===== src/rtl/fp_mem_pkg.sv =====
// Shared definitions for the float register-memory blocks: controller
// state encoding, IEEE-754 single-precision field positions, default
// memory geometry and the total-order key helper.
package fp_mem_pkg;

  localparam int DEF_AW = 5;   // 32-word float memory
  localparam int DEF_DW = 32;  // IEEE-754 single

  localparam int         EXP_MSB  = 30;
  localparam int         EXP_LSB  = 23;
  localparam int         MAN_W    = 23;
  localparam logic [7:0] EXP_ALL1 = 8'hFF;

  typedef enum logic [2:0] {
    IDLE,
    RD_X,
    RD_Y,
    CAP_Y,
    CMP,
    WR_X,
    WR_Y,
    DONE
  } state_t;

  // Maps a non-NaN float onto an unsigned key with the same ordering:
  // negatives are bit-inverted so larger magnitudes sort lower, and
  // positives get the top bit set so they sort above every negative.
  function automatic logic [31:0] fp_key(input logic [31:0] v);
    return v[31] ? ~v : (v | 32'h8000_0000);
  endfunction

endpackage


===== src/rtl/fp_order_cmp.sv =====
// Combinational IEEE-754 single-precision ordering of a against b.
// unordered flags a NaN operand; gt/lt are both low when unordered or
// when the operands are equal (including +0 against -0).
module fp_order_cmp
  import fp_mem_pkg::*;
(
  input  logic [31:0] a,
  input  logic [31:0] b,
  output logic        gt,
  output logic        lt,
  output logic        unordered
);

  logic        a_nan;
  logic        b_nan;
  logic        both_zero;
  logic [31:0] key_a;
  logic [31:0] key_b;

  // NaN: all-ones exponent with a non-zero mantissa (infinities excluded).
  assign a_nan = (a[EXP_MSB:EXP_LSB] == EXP_ALL1) && (a[MAN_W-1:0] != '0);
  assign b_nan = (b[EXP_MSB:EXP_LSB] == EXP_ALL1) && (b[MAN_W-1:0] != '0);

  // The keys would order -0 below +0, so signed zeros are tied explicitly.
  assign both_zero = (a[30:0] == '0) && (b[30:0] == '0);

  assign key_a = fp_key(a);
  assign key_b = fp_key(b);

  assign unordered = a_nan | b_nan;
  assign gt        = !unordered && !both_zero && (key_a > key_b);
  assign lt        = !unordered && !both_zero && (key_a < key_b);

endmodule


===== src/rtl/fp_cmp_swap_engine.sv =====
// Compare-and-swap controller for the 32x32 float register memory.
// Reads the words at addr_x and addr_y, and if they are out of order
// writes them back exchanged. Ascending order by default; define
// FP_SWAP_DESCEND_EN to sort descending instead (NaN and signed-zero
// handling are unchanged).
module fp_cmp_swap_engine
  import fp_mem_pkg::*;
#(
  parameter int AW = DEF_AW,
  parameter int DW = DEF_DW
) (
  input  logic          clk,
  input  logic          rst_n,
  input  logic          start,
  input  logic [AW-1:0] addr_x,
  input  logic [AW-1:0] addr_y,
  output logic          busy,
  output logic          done,
  output logic          swapped,
  output logic          nan_flag,
  output logic [AW-1:0] mem_ra,
  output logic          mem_re,
  input  logic [DW-1:0] mem_rdata,
  output logic [AW-1:0] mem_wa,
  output logic          mem_we,
  output logic [DW-1:0] mem_wdata
);

  state_t        state;
  state_t        state_nxt;
  logic [AW-1:0] addr_x_q;
  logic [AW-1:0] addr_y_q;
  logic [DW-1:0] opx;
  logic [DW-1:0] opy;
  logic          x_gt_y;
  logic          x_lt_y;
  logic          unordered;
  logic          swap_cond;

  fp_order_cmp u_order_cmp (
    .a         (opx),
    .b         (opy),
    .gt        (x_gt_y),
    .lt        (x_lt_y),
    .unordered (unordered)
  );

`ifdef FP_SWAP_DESCEND_EN
  assign swap_cond = x_lt_y;
`else
  assign swap_cond = x_gt_y;
`endif

  // State register; an asynchronous reset abandons any operation in flight.
  // NOTE: clocked state uses non-blocking (<=) so every flop samples the
  // pre-edge values of the others, whatever order the blocks evaluate in.
  always_ff @(posedge clk or negedge rst_n) begin
    if (!rst_n) begin
      state <= IDLE;
    end else begin
      state <= state_nxt;
    end
  end

  // Next-state logic and memory strobes decoded purely from state and
  // registered operands, so no input reaches an output combinationally.
  // NOTE: every output gets a default before the case; a path that left one
  // unassigned would infer a latch.
  always_comb begin
    state_nxt = state;
    busy      = 1'b1;
    done      = 1'b0;
    mem_re    = 1'b0;
    mem_ra    = '0;
    mem_we    = 1'b0;
    mem_wa    = '0;
    mem_wdata = '0;
    case (state)
      IDLE: begin
        busy = 1'b0;
        if (start) state_nxt = RD_X;
      end
      RD_X: begin
        mem_re    = 1'b1;
        mem_ra    = addr_x_q;
        state_nxt = RD_Y;
      end
      RD_Y: begin
        mem_re    = 1'b1;
        mem_ra    = addr_y_q;
        state_nxt = CAP_Y;
      end
      CAP_Y: state_nxt = CMP;
      CMP:   state_nxt = swap_cond ? WR_X : DONE;
      WR_X: begin
        mem_we    = 1'b1;
        mem_wa    = addr_x_q;
        mem_wdata = opy;
        state_nxt = WR_Y;
      end
      WR_Y: begin
        mem_we    = 1'b1;
        mem_wa    = addr_y_q;
        mem_wdata = opx;
        state_nxt = DONE;
      end
      DONE: begin
        done      = 1'b1;
        state_nxt = IDLE;
      end
      default: state_nxt = IDLE;
    endcase
  end

  // Address latch, operand capture from the registered read port, and the
  // sticky result flags that hold until the next accepted start.
  // NOTE: the operand holders are plain registers, not a memory array, so
  // they are reset along with everything else.
  always_ff @(posedge clk or negedge rst_n) begin
    if (!rst_n) begin
      addr_x_q <= '0;
      addr_y_q <= '0;
      opx      <= '0;
      opy      <= '0;
      swapped  <= 1'b0;
      nan_flag <= 1'b0;
    end else begin
      case (state)
        IDLE: begin
          if (start) begin
            addr_x_q <= addr_x;
            addr_y_q <= addr_y;
            swapped  <= 1'b0;
            nan_flag <= 1'b0;
          end
        end
        RD_Y:  opx <= mem_rdata;  // data for the RD_X read
        CAP_Y: opy <= mem_rdata;  // data for the RD_Y read
        CMP: begin
          swapped  <= swap_cond;
          nan_flag <= unordered;
        end
        default: ;
      endcase
    end
  end

endmodule


===== config.mk =====
export PLATFORM = sky130hd
export DESIGN_NAME = fp_cmp_swap_engine
export DESIGN_NICKNAME = d
export VERILOG_FILES = /design/src/rtl/fp_mem_pkg.sv /design/src/rtl/fp_order_cmp.sv /design/src/rtl/fp_cmp_swap_engine.sv
export SDC_FILE = /design/constraint.sdc
export NUM_CORES = 1
export LEC_CHECK = 0
export CORE_UTILIZATION = 50
export CTS_CLUSTER_DIAMETER = 150
export DETAILED_ROUTE_END_ITERATION = 12
export DONT_BUFFER_PORTS = 1
export PLACE_DENSITY = 0.66
export SYNTH_ARGS = -nofsm -noshare
export SYNTH_HDL_FRONTEND = slang
export SYNTH_HIERARCHICAL = 1
export SYNTH_SLANG_ARGS = --single-unit

===== constraint.sdc =====
create_clock -name clk -period 6 [get_ports clk]
set_input_delay 1.2 -clock clk [delete_from_list [all_inputs] [get_ports clk]]
set_output_delay 1.2 -clock clk [all_outputs]
set_load 0.02 [all_outputs]

==> flow_metrics.env <==
export IMPL_io_pins=93
export IMPL_cts_inserted_buffers=9
export IMPL_min_to="addr_x_q[4]$_DFFE_PN0P_"
export IMPL_design_die_area_um2=11100
export IMPL_clk_pin_slew_ns=0.10
export IMPL_area_growth_pct=4.36
export IMPL_hp_start="addr_x_q[4]$_DFFE_PN0P_"
export IMPL_drv_cap=0
export IMPL_grt_setup_unrepaired="no"
export IMPL_yosys_warnings=6
export IMPL_cts_root_buf="clkbuf_8"
export IMPL_syn_area_um2=5340
export IMPL_antenna_left=0
export IMPL_firstDrtPassIters=4
export IMPL_diodes=0
export IMPL_post_route_period_util=0.595
export IMPL_timing_rr_end="state[1]$_DFFE_PN0P_"
export IMPL_wirelength_met1_mm=5.33
export IMPL_pre_cts_slack_ns=2.65
export IMPL_syn_num_nets=536
export IMPL_min_period_ns=3.57
export IMPL_clk_latency_ns=0.35
export IMPL_gp_congestion=0.816
export IMPL_finalHoldViolations=0
export IMPL_mostFrequentLayoutCells="79 x dfrtp_1, 59 x mux2_4, 39 x nor2b_1"
export IMPL_first_global_vias=3634
export IMPL_setup_viol=0
export IMPL_dieWidth_um=105
export IMPL_leakage_nw=2.41
export IMPL_crit_slowest_cell="and2b_1"
export IMPL_clock_sinks=79
export IMPL_hpwl_mm=8.08
export IMPL_vias=3538
export IMPL_hold_class="reg -> reg"
export IMPL_vias_per_cell=6.04
export IMPL_reg2reg_slack_ns=2.59
export IMPL_wl_met2_mm=5.55
export IMPL_port_buffers=0
export IMPL_top_layer="met4"
export IMPL_drtIter0Drc=158
export IMPL_track_usage=0.221
export IMPL_grt_pass1_wl_mm=19.4
export IMPL_core_um2=10300
export IMPL_drv_slew=0
export IMPL_h_tree_depth=3
export IMPL_syn_area_per_cell_um2=11.6
export IMPL_whs_path_depth=1
export IMPL_cp_required_ns=4.80
export IMPL_cp_max_fo=25
export IMPL_grt_ovfl_total=0
export IMPL_regToRegStartpoint="opx[31]$_DFFE_PN0N_"
export IMPL_stdcell_count=586
export IMPL_dp_cells=570
export IMPL_rr_worst_depth=10
export IMPL_crit_path_cell_trace="and2b_1 > buf_4 > a22oi_1 > nor2b_1"
export IMPL_setup_ws_ns=2.43
export IMPL_fin_skew_ns=0.0103
export IMPL_grt_max_degree=80
export IMPL_tightest_slew_ns=1.16
export IMPL_post_cts_resized=0
export IMPL_max_slew_margin=0.224
export IMPL_rows=37
export IMPL_crit_type="reg -> out"
export IMPL_netlist_instances=459
export IMPL_final_layout_size_suffix_gt1_frac=0.200
export IMPL_status="complete, no violations"
export IMPL_fin_nets=522
export IMPL_met3_length_um=613
export IMPL_die_h_um=105
export IMPL_setup_tns_ns=0
export IMPL_worst_setup_path_end_kind="output pin"
export IMPL_drt_total_wl_mm=11.7
export IMPL_hold_slack_ns=0.491
export IMPL_initial_core_util=0.517
export IMPL_antenna_found_initial=0
export IMPL_postCtsHoldBufs=0
export IMPL_postCtsSetupBuffers=0
export IMPL_layout_commonest_cell="dfrtp_1"
export IMPL_clk_path_buf_depth=2
export IMPL_wl_per_cell_um=19.9
export IMPL_drc=0
export IMPL_peakVddDrop_mv=0.307
export IMPL_crit_path_start_kind="flop"
export IMPL_max_clock_freq_ghz=0.280
export IMPL_p_per_area_nw_per_um2=746
export IMPL_cts_tree="built"
export IMPL_cpPeakStageDelay_ns=0.61
export IMPL_cp_data_arrival_time_ns=2.37
==> state kept, by name, indices dropped and copies added (netlist names) <==
signal / flops
addr_x_q: 5
addr_y_q: 5
nan_flag: 1
opx: 32
opy: 32
state: 3
swapped: 1
==> power by group <==
| part | leakage [nW] | internal (W) | total (W) | switching (W) |
|---|---|---|---|---|
| Clock | 0.110 | 0.000239 | 0.000448 | 0.000209 |
| Combinational | 1.37 | 0.00125 | 0.00249 | 0.00124 |
| Sequential | 0.932 | 0.000806 | 0.00122 | 0.000411 |
==> final cells by class <==
cell class,instances,area (µm²)
clock buffers,9,124
clock inverters,7,103
fillers,910,4750
inverters,3,11.3
multi-input cells,347,3150
flip-flops and latches,79,1980
well taps,136,170
repair buffers,5,37.5
==> layer usage <==
metal	vias up	global-route usage
met2	81	0.366
li1	1634	-
met5	-	0
met4	0	0.0674
met1	1811	0.288
met3	12	0.0501
==> worst max-delay path by stage <==
stage	start	to	slack, ns
finish	state[1]$_DFFE_PN0P_	mem_wdata[1]	2.43
global route	state[1]$_DFFE_PN0P_	mem_wdata[22]	2.30
CTS	state[1]$_DFFE_PN0P_	mem_wdata[18]	2.42
detailed placement	opx[31]$_DFFE_PN0N_	state[1]$_DFFE_PN0P_	2.65
global placement	opx[31]$_DFFE_PN0N_	state[1]$_DFFE_PN0P_	2.69
floorplan	opy[31]$_DFFE_PN0N_	state[1]$_DFFE_PN0P_	3.19
==> through the flow <==
step           power [W]  utilization  area (µm²)
2_1_floorplan    0.00328            -        5340
3_3_place_gp     0.00364        0.518        5350
3_5_place_dp     0.00371        0.518        5350
4_1_cts          0.00418        0.540        5570
5_1_grt          0.00451        0.540        5570
6_report         0.00416        0.540        5570
==> critical path, delay by kind of cell, from the launching register on <==
family	cells	cell delay (ns)
and+or+nand+nor	2	1.02
DFF	1	0.44
buffers and inverters	1	0.43
AOI/OAI and AO/OA	1	0.12
Power figures use the tool's default switching activity.
